## src/rtl/Common.sv

```systemverilog
// Common: project-wide scalar types
package Common;
  typedef logic [31:0] uint32;
endpackage

```

## src/rtl/MemoryBus.sv

```systemverilog
// MemoryBus: data-memory command/result types plus load/store error codes and funct3 encodings
package MemoryBus;
  import Common::*;
  typedef struct packed {
    logic [3:0] mask_byte;
    uint32      write_data;
  } Cmd;
  typedef struct packed {
    uint32 read_data;
  } Result;
  typedef enum logic [1:0] {
    OK         = 2'b00,
    MISALIGNED = 2'b01,
    RANGE      = 2'b10,
    ILLEGAL    = 2'b11
  } LsuErr;
  localparam logic [2:0] F3_LB  = 3'b000;
  localparam logic [2:0] F3_LH  = 3'b001;
  localparam logic [2:0] F3_LW  = 3'b010;
  localparam logic [2:0] F3_LBU = 3'b100;
  localparam logic [2:0] F3_LHU = 3'b101;
  localparam logic [2:0] F3_SB  = 3'b000;
  localparam logic [2:0] F3_SH  = 3'b001;
  localparam logic [2:0] F3_SW  = 3'b010;
endpackage

```

## src/rtl/load_extract.sv

```systemverilog
// load_extract: picks the addressed byte/halfword from a read word and sign- or zero-extends it
module load_extract
  import Common::*, MemoryBus::*;
(
  input  uint32       i_word,
  input  logic [1:0]  i_off,
  input  logic [2:0]  i_op,
  output uint32       o_data
);
  logic [7:0]  w_byte;
  logic [15:0] w_half;
  assign w_byte = i_word[{i_off, 3'b000} +: 8];
  assign w_half = i_word[{i_off[1], 4'b0000} +: 16];
  assign o_data = i_op == F3_LB  ? {{24{w_byte[7]}}, w_byte}
                : i_op == F3_LH  ? {{16{w_half[15]}}, w_half}
                : i_op == F3_LBU ? {24'b0, w_byte}
                : i_op == F3_LHU ? {16'b0, w_half}
                : i_word;
endmodule

```

## src/rtl/load_store_unit.sv

```systemverilog
// load_store_unit: single-outstanding load/store bus initiator; illegal accesses are rejected before any bus cycle
module load_store_unit
  import Common::*, MemoryBus::*;
#(
  parameter int WIDTH = 15
) (
  input  logic             clk,
  input  logic             rst_n,
  input  logic             req_valid,
  output logic             req_ready,
  input  logic             req_store,
  input  logic [2:0]       req_op,
  input  logic [31:0]      req_addr,
  input  uint32            req_wdata,
  output logic             rsp_valid,
  input  logic             rsp_ready,
  output uint32            rsp_rdata,
  output logic [1:0]       rsp_err,
  output logic [WIDTH-3:0] bus_address,
  output logic             write_enable,
  output Cmd               membuscmd,
  input  Result            membusres
);
  typedef enum logic [1:0] {IDLE, ACCESS, LOAD_DATA, RESP} state_t;
  state_t           r_state, w_next;
  logic [WIDTH-3:0] r_addr;
  logic [1:0]       r_off;
  logic [2:0]       r_op;
  logic             r_store;
  uint32            r_wdata, r_rdata, w_wdata, w_ext;
  LsuErr            r_err, w_err;
  logic             w_accept, w_illegal, w_misaligned, w_range;
  logic [3:0]       w_mask;
  assign w_accept     = req_valid && req_ready;
  assign w_illegal    = req_store ? req_op >= 3'b011 : (req_op == 3'b011 || req_op[2:1] == 2'b11);
  assign w_misaligned = (req_op[1:0] == 2'b01 && req_addr[0]) || (req_op[1:0] == 2'b10 && req_addr[1:0] != 2'b00);
  assign w_range      = |req_addr[31:WIDTH];
  assign w_err        = w_illegal ? ILLEGAL : w_misaligned ? MISALIGNED : w_range ? RANGE : OK;
  assign w_wdata      = req_op == F3_SB ? {4{req_wdata[7:0]}} : req_op == F3_SH ? {2{req_wdata[15:0]}} : req_wdata;
  always_ff @(posedge clk or negedge rst_n)
    if (!rst_n) r_state <= IDLE;
    else r_state <= w_next;
  always_comb begin
    w_next       = r_state;
    req_ready    = 1'b0;
    rsp_valid    = 1'b0;
    write_enable = 1'b0;
    w_mask       = 4'b0000;
    case (r_state)
      IDLE: begin
        req_ready = 1'b1;
        if (w_accept) w_next = w_err == OK ? ACCESS : RESP;
      end
      ACCESS: begin
        write_enable = r_store;
        w_mask       = !r_store ? 4'b0000 : r_op == F3_SB ? 4'b0001 << r_off : r_op == F3_SH ? 4'b0011 << r_off : 4'b1111;
        w_next       = r_store ? RESP : LOAD_DATA;
      end
      LOAD_DATA: w_next = RESP;
      default: begin
        rsp_valid = 1'b1;
        if (rsp_ready) w_next = IDLE;
      end
    endcase
  end
  always_ff @(posedge clk or negedge rst_n)
    if (!rst_n) begin
      r_addr  <= '0;
      r_off   <= 2'b00;
      r_op    <= 3'b000;
      r_store <= 1'b0;
      r_wdata <= '0;
      r_rdata <= '0;
      r_err   <= OK;
    end else if (w_accept) begin
      r_err   <= w_err;
      r_rdata <= '0;
      if (w_err == OK) begin
        r_addr  <= req_addr[WIDTH-1:2];
        r_off   <= req_addr[1:0];
        r_op    <= req_op;
        r_store <= req_store;
        r_wdata <= w_wdata;
      end
    end else if (r_state == LOAD_DATA) r_rdata <= w_ext;
  load_extract u_extract (
    .i_word (membusres.read_data),
    .i_off  (r_off),
    .i_op   (r_op),
    .o_data (w_ext)
  );
  assign bus_address = r_addr;
  assign rsp_rdata   = r_rdata;
  assign rsp_err     = r_err;
  assign membuscmd   = '{mask_byte: w_mask, write_data: r_wdata};
endmodule

```

## config.mk

```make
export PLATFORM = sky130hd
export DESIGN_NAME = load_store_unit
export DESIGN_NICKNAME = d
export VERILOG_FILES = /design/src/rtl/Common.sv /design/src/rtl/MemoryBus.sv /design/src/rtl/load_extract.sv /design/src/rtl/load_store_unit.sv
export SDC_FILE = /design/constraint.sdc
export NUM_CORES = 1
export LEC_CHECK = 0
export CAP_MARGIN = 20
export CORE_ASPECT_RATIO = 0.5
export CORE_MARGIN = 2
export CORE_UTILIZATION = 33
export CTS_CLUSTER_SIZE = 20
export DETAILED_ROUTE_END_ITERATION = 16
export DONT_BUFFER_PORTS = 1
export GPL_TIMING_DRIVEN = 0
export PLACE_DENSITY = 0.48
export SYNTH_ARGS = -nofsm -noshare
export SYNTH_HDL_FRONTEND = slang
export SYNTH_SLANG_ARGS = --single-unit
```

## constraint.sdc

```tcl
create_clock -name clk -period 2.89 [get_ports clk]
set_input_delay 0.4335 -clock clk [delete_from_list [all_inputs] [get_ports clk]]
set_output_delay 0.4335 -clock clk [all_outputs]
set_load 0.03 [all_outputs]
```

==> results.sh <==
export IMPL_maxCapViolCount=0
export IMPL_slew_headroom=0.410
export IMPL_finalSetupTns_ns=0
export IMPL_tightest_slew_ns=0.880
export IMPL_endpoint_kind="output pin"
export IMPL_postPlaceCellArea_mm2=0.00470
export IMPL_power_leakage_nw=2.30
export IMPL_synth_fp_nets=515
export IMPL_crit_cells=4
export IMPL_ys_flop_type="dfrtp_1"
export IMPL_area_growth_pct=12.7
export IMPL_layout_commonest_cell="dfrtp_1"
export IMPL_path_clk_slew_ns=0.07
export IMPL_multi_input_area_mm2=0.00212
export IMPL_synth_edf_count=0
export IMPL_final_nets=526
export IMPL_combPwrFrac=0.193
export IMPL_row_count=30
export IMPL_p_switching_mw=1.56
export IMPL_synth_seq_cells=87
export IMPL_track_usage=0.178
export IMPL_ys_warn_count=0
export IMPL_setup_viol=0
export IMPL_hpwl_mm=9.20
export IMPL_hold_viol=0
export IMPL_gp_congestion=0.775
export IMPL_path_buf_inv=2
export IMPL_wl_mm=12.8
export IMPL_peakVddDrop_mv=0.242
export IMPL_met1_usage=0.230
export IMPL_critical_path_class="flip-flop to output pin"
export IMPL_cp_slowest_cell="buf_1"
export IMPL_ios=190
export IMPL_drc_errors=0
export IMPL_fin_area_mm2=0.00505
export IMPL_use_met2=0.287
export IMPL_grt_pass1_wl_mm=19.8
export IMPL_critical_path_cell_chain="clkbuf_1 -> buf_1 -> nor2_1 -> a31oi_2"
export IMPL_grt_max_degree=88
export IMPL_cp_required_ns=2.46
export IMPL_power_density_mw_per_mm2=790
export IMPL_crit_end="membuscmd[33]"
export IMPL_viasPerCell=5.39
export IMPL_drt_iter0_drc=104
export IMPL_layout_drive_gt1_share=0.239
export IMPL_timing_final_ws_setup_ns=0.204
export IMPL_fin_util=0.377
export IMPL_grt_overflow=0
export IMPL_wl_per_cell_um=21.5
export IMPL_dieHeight_um=86.4
export IMPL_netlist_instances=403
export IMPL_busiest_layer="met2"
export IMPL_synth_distinct_cells=40
export IMPL_start_util=0.334
export IMPL_firstDrtPassIters=4
export IMPL_timing_rr_start="r_state[0]$_DFFE_PN0P_"
export IMPL_cpLargestDelayFamily="buffers and inverters"
export IMPL_report_final_slew_viol_count=0
export IMPL_root_buffer="clkbuf_16"
export IMPL_hp_class="primary input to async pin"
export IMPL_cts_tree="yes"
export IMPL_clk_path_buf_depth=2
export IMPL_layout_common_cells="dfrtp_1, mux2_2, nor2_1"
export IMPL_detailedPlace_worstSlack_ns=0.0720
export IMPL_h_tree_depth=3
export IMPL_post_cts_buffers=0
export IMPL_regArea_mm2=0.00218
export IMPL_rsz0062_at_grt="no"
export IMPL_grt_util_met3=0.0749
export IMPL_fp_dieW_um=169
export IMPL_r2r_setup_slack_ns=0.24
export IMPL_clk_latency_ns=0.34
export IMPL_r2r_end="r_wdata[2]$_DFFE_PN0P_"
export IMPL_skew_ns=0.00864
export IMPL_p_int_mw=2.43
export IMPL_p_sw_frac=0.390
export IMPL_max_freq_ghz=0.372
export IMPL_antenna_found_initial=0
export IMPL_period_needed_ns=2.69
export IMPL_seqPwrFrac=0.501
export IMPL_timing_final_crit_share=0.929
export IMPL_cp_start_kind="flip-flop"
export IMPL_rr_worst_depth=6
export IMPL_netlist_area_mm2=0.00448
export IMPL_arrival_ns=2.25
export IMPL_fill_cells=1342
export IMPL_antenna_left=0
export IMPL_status="finished clean"
export IMPL_antenna_cells=0
export IMPL_pwr_share_clk=0.306
export IMPL_core_area_mm2=0.0134
export IMPL_io_buffers=0
export IMPL_startpoint="r_op[1]$_DFFE_PN0P_"
export IMPL_synthArstFlopShare=1.00
export IMPL_yosysSeqAreaShare=0.486
export IMPL_critPathMaxStageDelay_ns=0.46
export IMPL_syn_area_per_cell_um2=11.1
export IMPL_crit_fanout=10
export IMPL_cts_sinks=87
export IMPL_cts_made_buffers=9
export IMPL_dieArea_mm2=0.0146
export IMPL_via_count=3206
export IMPL_grt_pass1_vias=3285
## kinds of logic after synthesis
kind of cell	Yosys count	synth area share
compound gates	96	0.143
mux	88	0.219
flops	87	0.486
simple gates	84	0.0852
buf+inv	40	0.0444
fa+ha+maj	8	0.0224
## routing by layer
| layer | vias up | share of wire | wire length, um |
|---|---|---|---|
| li1 | 1479 | - | - |
| met1 | 1616 | 0.44 | 5650 |
| met2 | 105 | 0.46 | 5930 |
| met3 | 6 | 0.089 | 1140 |
| met4 | 0 | 0.0048 | 61 |
| met5 | - | 0 | 0 |
## through the flow
stage / hold slack (ns) / power (mW) / cells
floorplan: 0.138 / 2.56 / 403
global placement: 0.140 / 2.76 / 579
detailed placement: 0.140 / 2.78 / 579
CTS: 0.0316 / 4.04 / 595
global route: 0.0421 / 4.22 / 595
finish: 0.0223 / 3.99 / 595
## power by group through the flow
| stage | Sequential, mW | Combinational [mW] | Clock [mW] |
|---|---|---|---|
| 2_1_floorplan | 1.97 | 0.597 | 0 |
| 3_3_place_gp | 2.02 | 0.741 | 0 |
| 3_5_place_dp | 2.03 | 0.750 | 0 |
| 4_1_cts | 2.00 | 0.784 | 1.25 |
| 5_1_grt | 2.02 | 0.883 | 1.32 |
| 6_report | 2.00 | 0.770 | 1.22 |
## registers in the layout, indices dropped and copies added (netlist names)
signal	flops
rsp_err	2
r_op	3
r_wdata	32
rsp_rdata	32
r_state	2
bus_address	13
r_store	1
r_off	2
## cell type report
| class | count | share of cell area |
|---|---|---|
| clock buffers | 9 | 0.0446 |
| repair buffers | 1 | 0.00545 |
| well taps | 176 | 0.0436 |
| multi-input cells | 276 | 0.420 |
| plain buffers | 25 | 0.0283 |
| flip-flops and latches | 87 | 0.431 |
| inverters | 14 | 0.0104 |
| clock inverters | 7 | 0.0161 |
## how the worst min path moves through the flow
stage                                      end  slack, ns
floorplan           bus_address[0]$_DFFE_PN0P_       0.14
global placement     rsp_rdata[25]$_DFFE_PN0P_       0.14
detailed placement   rsp_rdata[25]$_DFFE_PN0P_       0.14
CTS                     r_wdata[7]$_DFFE_PN0P_       0.03
global route        bus_address[2]$_DFFE_PN0P_       0.04
finish              bus_address[7]$_DFFE_PN0P_       0.02
## synth_stat cells (3+ instances only)
library cell  count  area [um^2]
nor2_1           32          120
ha_1              8          100
o2bb2ai_1         8         70.1
inv_1            13         48.8
o22ai_1           8         50.1
mux2i_1          18          180
a22o_1           15          131
buf_6             6         67.6
nor4_1            4         25.0
nand2b_1          4         25.0
o21a_1            3         22.5
mux2_2           67          754
o21ai_0          18         90.1
clkbuf_1         15         56.3
nand2_1          30          113
a21oi_1          28          140
a221oi_1          8         70.1
nor3_1            4         20.0
dfrtp_1          87         2180
## what timing repair did
action                                  in CTS  in global routing
pin swaps                                    0                  1
endpoints found under the hold margin       87                  0
hold buffers                                 1                  0
resized for setup                            2                  1
endpoints found under the setup margin       1                 51
## worst reg2reg max path: stages, from the launching register on
cell and delay [ns]:
dfrtp_1 0.40, inv_1 0.10, ha_1 0.45, nand2_1 0.36
nor4_4 0.60, buf_6 0.27, mux2_2 0.36
No activity file was read; power rests on OpenSTA's default activity.
